--- src/rtl/tinycpu_pkg.sv ---
// Shared TinyCPU definitions: sequencer state encoding, opcodes and the NOP word.
package tinycpu_pkg;

    localparam int unsigned INSN_W = 16;

    typedef enum logic [2:0] {
        ST_IDLE   = 3'd0,
        ST_FETCH  = 3'd1,
        ST_DECODE = 3'd2,
        ST_EXEC   = 3'd3,
        ST_FAULT  = 3'd4
    } seq_state_t;

    localparam logic [3:0] OP_LI  = 4'h8;
    localparam logic [3:0] OP_JMP = 4'h9;
    localparam logic [3:0] OP_NOP = 4'hF;

    localparam logic [INSN_W-1:0] NOP_INSN = 16'hFFFF;

    // Opcode field of an instruction word.
    function automatic logic [3:0] opcode(input logic [INSN_W-1:0] insn);
        return insn[15:12];
    endfunction

endpackage

--- src/rtl/cpu_sequencer_if.sv ---
// Instruction-memory fetch port: request/address out, acknowledge/data back.
interface cpu_sequencer_if
    import tinycpu_pkg::*;
#(
    parameter int unsigned PC_W = 8
);
    logic              imem_req;
    logic [PC_W-1:0]   imem_addr;
    logic              imem_ack;
    logic [INSN_W-1:0] imem_rdata;

    // Sequencer side issues requests.
    modport master (output imem_req, imem_addr, input imem_ack, imem_rdata);
    // Memory side answers them.
    modport slave  (input imem_req, imem_addr, output imem_ack, imem_rdata);
endinterface

--- src/rtl/seq_fetch_timer.sv ---
// Counts FETCH cycles without an acknowledge; flags the cycle that exhausts the budget.
module seq_fetch_timer #(
    parameter int unsigned FETCH_TMO = 15
) (
    input  logic clk,
    input  logic rst,
    input  logic clear,
    input  logic enable,
    output logic expired
);
    localparam int unsigned       CNT_W = $clog2(FETCH_TMO + 1);
    localparam logic [CNT_W-1:0]  LAST  = CNT_W'(FETCH_TMO - 1);

    logic [CNT_W-1:0] cnt;

    // Wait-cycle counter, restarted whenever the fetch ends or is not in progress.
    always_ff @(posedge clk) begin
        // NOTE: sequential state uses non-blocking assignment so every register samples pre-edge values.
        if (rst || clear) begin
            cnt <= '0;
        end else if (enable) begin
            cnt <= cnt + CNT_W'(1);
        end
    end

    // This cycle is the FETCH_TMO-th one without an ack.
    assign expired = enable && (cnt == LAST);

endmodule

--- src/rtl/cpu_sequencer.sv ---
// TinyCPU fetch/decode/execute sequencer: owns the FSM, PC and instruction register.
module cpu_sequencer
    import tinycpu_pkg::*;
#(
    parameter int unsigned      PC_W      = 8,
    parameter logic [PC_W-1:0]  RESET_PC  = '0,
    parameter int unsigned      FETCH_TMO = 15
) (
    input  logic               clk,
    input  logic               rst,
    input  logic               run,
    cpu_sequencer_if.master    imem,
    output logic [INSN_W-1:0]  ir,
    input  logic               cu_reg_we,
    input  logic               cu_jump_en,
    input  logic [7:0]         cu_imm_val,
    output logic               rf_we,
    output logic [PC_W-1:0]    pc,
    output logic               retire,
    output logic               busy,
    output logic               fault
);
    seq_state_t state;
    logic       in_fetch;
    logic       tmo_expired;

    assign in_fetch = (state == ST_FETCH);

    seq_fetch_timer #(.FETCH_TMO(FETCH_TMO)) u_timer (
        .clk     (clk),
        .rst     (rst),
        .clear   (!in_fetch || imem.imem_ack),
        .enable  (in_fetch && !imem.imem_ack),
        .expired (tmo_expired)
    );

    // Sequencer FSM with PC and instruction register; reset wins over everything.
    always_ff @(posedge clk) begin
        if (rst) begin
            state <= ST_IDLE;
            pc    <= RESET_PC;
            ir    <= NOP_INSN;
        end else begin
            case (state)
                ST_IDLE: begin
                    if (run) state <= ST_FETCH;
                end
                ST_FETCH: begin
                    if (imem.imem_ack) begin
                        ir    <= imem.imem_rdata;
                        state <= ST_DECODE;
                    end else if (tmo_expired) begin
                        state <= ST_FAULT;
                    end
                end
                ST_DECODE: begin
                    state <= ST_EXEC;
                end
                ST_EXEC: begin
                    pc    <= cu_jump_en ? cu_imm_val[PC_W-1:0] : pc + PC_W'(1);
                    state <= run ? ST_FETCH : ST_IDLE;
                end
                ST_FAULT: begin
                    state <= ST_FAULT;
                end
                default: begin
                    state <= ST_IDLE;
                end
            endcase
        end
    end

    // Outputs decode only the registered state, so imem_ack never reaches imem_req.
    assign imem.imem_req  = in_fetch;
    assign imem.imem_addr = pc;
    assign rf_we          = (state == ST_EXEC) && cu_reg_we;
    assign retire         = (state == ST_EXEC);
    assign busy           = in_fetch || (state == ST_DECODE) || (state == ST_EXEC);
    assign fault          = (state == ST_FAULT);

endmodule
--- src/flat_wrapper.sv ---
// flat-port wrapper written by rule: the top's interface ports become plain ports
module cpu_sequencer_flat import tinycpu_pkg::*;
#(
    parameter int unsigned      PC_W      = 8,
    parameter logic [PC_W-1:0]  RESET_PC  = '0,
    parameter int unsigned      FETCH_TMO = 15
)
  (clk, rst, run, ir, cu_reg_we, cu_jump_en, cu_imm_val, rf_we, pc, retire, busy, fault, imem_imem_req, imem_imem_addr, imem_imem_ack, imem_imem_rdata);
  cpu_sequencer_if #(.PC_W(PC_W)) imem_i ();
  input  logic clk;
  input  logic rst;
  input  logic run;
  output logic [INSN_W-1:0] ir;
  input  logic cu_reg_we;
  input  logic cu_jump_en;
  input  logic [7:0] cu_imm_val;
  output logic rf_we;
  output logic [PC_W-1:0] pc;
  output logic retire;
  output logic busy;
  output logic fault;
  output wire logic [$bits(imem_i.imem_req)-1:0] imem_imem_req;
  output wire logic [$bits(imem_i.imem_addr)-1:0] imem_imem_addr;
  input wire logic [$bits(imem_i.imem_ack)-1:0] imem_imem_ack;
  input wire logic [$bits(imem_i.imem_rdata)-1:0] imem_imem_rdata;
  assign imem_imem_req = imem_i.imem_req;
  assign imem_imem_addr = imem_i.imem_addr;
  assign imem_i.imem_ack = imem_imem_ack;
  assign imem_i.imem_rdata = imem_imem_rdata;
  cpu_sequencer #(.PC_W(PC_W), .RESET_PC(RESET_PC), .FETCH_TMO(FETCH_TMO)) u_core (.clk(clk), .rst(rst), .run(run), .imem(imem_i), .ir(ir), .cu_reg_we(cu_reg_we), .cu_jump_en(cu_jump_en), .cu_imm_val(cu_imm_val), .rf_we(rf_we), .pc(pc), .retire(retire), .busy(busy), .fault(fault));
endmodule
--- config.mk ---
export PLATFORM = sky130hd
export DESIGN_NAME = cpu_sequencer_flat
export DESIGN_NICKNAME = d
export VERILOG_FILES = /design/src/rtl/tinycpu_pkg.sv /design/src/rtl/cpu_sequencer_if.sv /design/src/rtl/seq_fetch_timer.sv /design/src/rtl/cpu_sequencer.sv /design/src/flat_wrapper.sv
export SDC_FILE = /design/constraint.sdc
export NUM_CORES = 1
export LEC_CHECK = 0
export CAP_MARGIN = 0
export CORE_MARGIN = 5
export CORE_UTILIZATION = 37
export CTS_CLUSTER_DIAMETER = 50
export DETAILED_ROUTE_END_ITERATION = 7
export MAX_ROUTING_LAYER = met4
export PLACE_DENSITY = 0.72
export SETUP_SLACK_MARGIN = 0.3
export SLEW_MARGIN = 20
export SYNTH_ARGS = -nofsm -noshare
export SYNTH_HDL_FRONTEND = slang
export SYNTH_SLANG_ARGS = --single-unit
--- constraint.sdc ---
create_clock -name clk -period 1.3 [get_ports clk]
set_input_delay 0.39 -clock clk [delete_from_list [all_inputs] [get_ports clk]]
set_output_delay 0.39 -clock clk [all_outputs]
set_load 0.02 [all_outputs]
==> results.py <==
metrics = {
    "sta": {
        "period_needed_ps": 1470,
        "finClkSkew_ps": 7.36,
        "finalMaxSlewViolations": 0,
        "max_clock_freq_mhz": 682,
        "period_share_pct": 113,
        "slew_headroom_pct": 84.1,
        "setup_violations": 23,
        "finalHoldViolCount": 0,
        "setup_ws_ps": -166,
        "tightest_slew_ps": 236,
        "rsz0062_at_grt": "true",
        "timing.hold.ws_ps": 471,
    },
    "final_layout": {
        "post_route_cells_drive_above_1_share_pct": 55.6,
        "antenna_cells": 0,
        "nNetsFinal": 289,
        "areaGrowthSynthToFinish_pct": 93.1,
        "final_area_sq_mm": 0.00288,
        "fill_cells": 260,
    },
    "clock_network": {
        "cts_root_buf": "clkbuf_8",
        "cts_sinks": 31,
        "numCtsBuffers": 5,
        "clock_latency_ps": 280,
        "tritoncts": "yes",
        "clkTransAtPathRegs_ps": 70,
        "htree_levels": 2,
        "clockBufferDepth": 2,
        "hold_buffers": 0,
    },
    "power": {
        "p_total_w": 0.00251,
        "peakVddDrop_mv": 0.463,
        "p_leak_nw": 1.19,
        "powerDensity_mw_per_mm2": 873,
    },
    "routing": {
        "drt-initial-drc-count": 38,
        "vias_per_cell": 4.94,
        "vias": 1518,
        "final_antenna_net_count": 0,
        "drt-total-wl_um": 4470,
        "drcViolationCount": 0,
        "wire_per_inst_um": 14.5,
        "first_pass_iters": 4,
    },
    "grt": {
        "grt_max_degree": 17,
        "grt_pass1_vias": 1481,
        "grt-ovfl-total": 0,
        "grt_antenna_before_repair": 0,
        "grt_pass1_wl_um": 6810,
        "grt_usage_pct": 16.7,
    },
    "placement": {
        "place_ws_ps": -658,
        "place_area_sq_mm": 0.00234,
        "place.gp.congestion": 0.780,
        "port_buffers": 66,
        "dpl.hpwl_um": 2930,
    },
    "critical_path": {
        "worstPathRequired_ps": 910,
        "path_class": "flip-flop to output port",
        "crit_fanout": 5,
        "cp.arrival_ps": 1080,
        "end_kind": "output port",
        "worstSetupStartpointType": "flip-flop",
    },
    "flow_run": {
        "max_cap_violations": 0,
    },
    "synthesis": {
        "ys_seq_elements": 31,
        "synth_top_cell_area_share_pct": 41.6,
        "synth_cell_types": 37,
        "ys_warn_count": 0,
        "yosysTopAreaCell": "dfxtp_1",
        "ys_top_cells_by_area": "dfxtp_1 (42%), mux2i_1 (14%), buf_4 (5.5%)",
        "syn_area_per_cell_sq_um": 9.43,
        "syn_area_sq_mm": 0.00149,
        "syn-instance-count": 158,
        "syn_nets": 191,
        "yosysSeqAreaShare_pct": 41.6,
    },
    "status": {
        "status": "complete, but fails checks",
        "violations": "setup timing",
    },
    "worst_hold_path": {
        "hp-class": "flip-flop to flip-flop",
    },
    "die": {
        "core-area_sq_mm": 0.00394,
        "die_y_um": 73.5,
        "dieArea_sq_mm": 0.00540,
        "num_rows": 23,
        "fp.dieW_um": 73.5,
        "io_pins": 67,
        "initial_utilization_pct": 37.8,
    },
}
cells in the final DEF (no fill, tap or decap), types with 6 or more instances in the layout:
cell	n
buf_4	21
nand2_1	20
mux2i_1	21
dfxtp_4	6
buf_6	54
clkbuf_8	6
clkdlybuf4s50_1	25
dfxtp_2	22
nor2_1	8
synthesized netlist by cell type:
master and instances:
a211o_1 1, nand3b_4 1, o41ai_1 1, a31o_2 2
dfxtp_1 31, nor3_1 3, nor2b_1 2, nor3b_1 2
or4b_1 2, nand3_1 3, nor2_1 13, o311a_1 1
clkbuf_1 3, xnor2_1 1, a21o_2 1, xor2_1 1
and2_1 5, a31oi_1 4, ha_1 3, o21ai_0 2
inv_1 4, mux2i_1 21, a21oi_1 2, o31ai_1 1
a211oi_1 2, o211ai_1 3, buf_6 2, nand2_1 21
buf_2 1, nand4bb_1 1, and4bb_2 1, buf_4 11
a32o_1 1, or3_1 1, o2111a_1 1, nand4_1 2
clkinv_1 1
area by class of cell:
class	instances	area (sq um)	area share, %
Clock inverter	1	5.00	0.174
Multi-Input combinational cell	105	895	31.1
Timing Repair Buffer	108	1120	38.8
Tap cell	50	62.6	2.17
Clock buffer	7	108	3.74
Inverter	5	21.3	0.739
Sequential cell	31	671	23.3
routing by layer:
metal	track usage [%]	vias to the layer above	part of all wire (%)
met4	4.83	0	0.74
met1	19.5	716	42
met3	5.34	4	6.9
met2	27.2	56	50
met5	-	-	0
li1	-	742	-
flip-flops by register name, indices dropped and copies added, names as in the netlist:
signal	cells
u_core.imem.imem_addr	8
u_core.ir	16
u_core.state	3
u_core.u_timer.cnt	4
cells by family (layout without fill, tap and decap cells):
logic type               Yosys count  count (layout)  synth area share, %
buffers and inverters             22             121                 9.40
XOR/XNOR                           2               2                 1.18
adder cells (fa/ha/maj)            3               3                 2.52
AO/OA/AOI/OAI                     22              22                 11.1
AND/OR/NAND/NOR                   57              57                 20.1
flip-flops                        31              31                 41.6
multiplexers                      21              21                 14.1
critical path, stage by stage (launching register included):
cell and delay [ps]:
dfxtp_2 330, buf_6 130, nor3b_2 170, buf_4 160
worst paths after layout:
check	startpoint	to	slack [ps]	cells after the start
worst min register to register	u_core.ir[2]	u_core.ir[2]	470	2
worst max-delay path	u_core.state[2]	imem_imem_req	-170	3
worst max register to register	u_core.state[1]	u_core.ir[6]	-140	5
worst min-delay path	u_core.ir[2]	u_core.ir[2]	470	2
repair_timing:
item                                    CTS  global route
gates cloned                              0             1
pin swaps                                19             7
endpoints found under the setup margin   68            68
resized for setup                       277            17
setup buffers                            12             4
power breakdown:
part	leakage [nW]	internal, W	switching, W
clock	0.0594	0.000542	0.000358
sequential	0.253	0.000990	0.0000391
combinational	0.878	0.000339	0.000243
total	1.19	0.00187	0.000641
stage by stage:
stage | TNS (ps) | std cells | util (%)
CTS | -2520 | 302 | 69.6
detailed placement | -12240 | 282 | 59.3
floorplan | -426 | 158 | -
global placement | -11850 | 282 | 59.3
global route | -3580 | 307 | 73.0
finish | -2380 | 307 | 73.0
No activity file was read; power rests on OpenSTA's default activity.
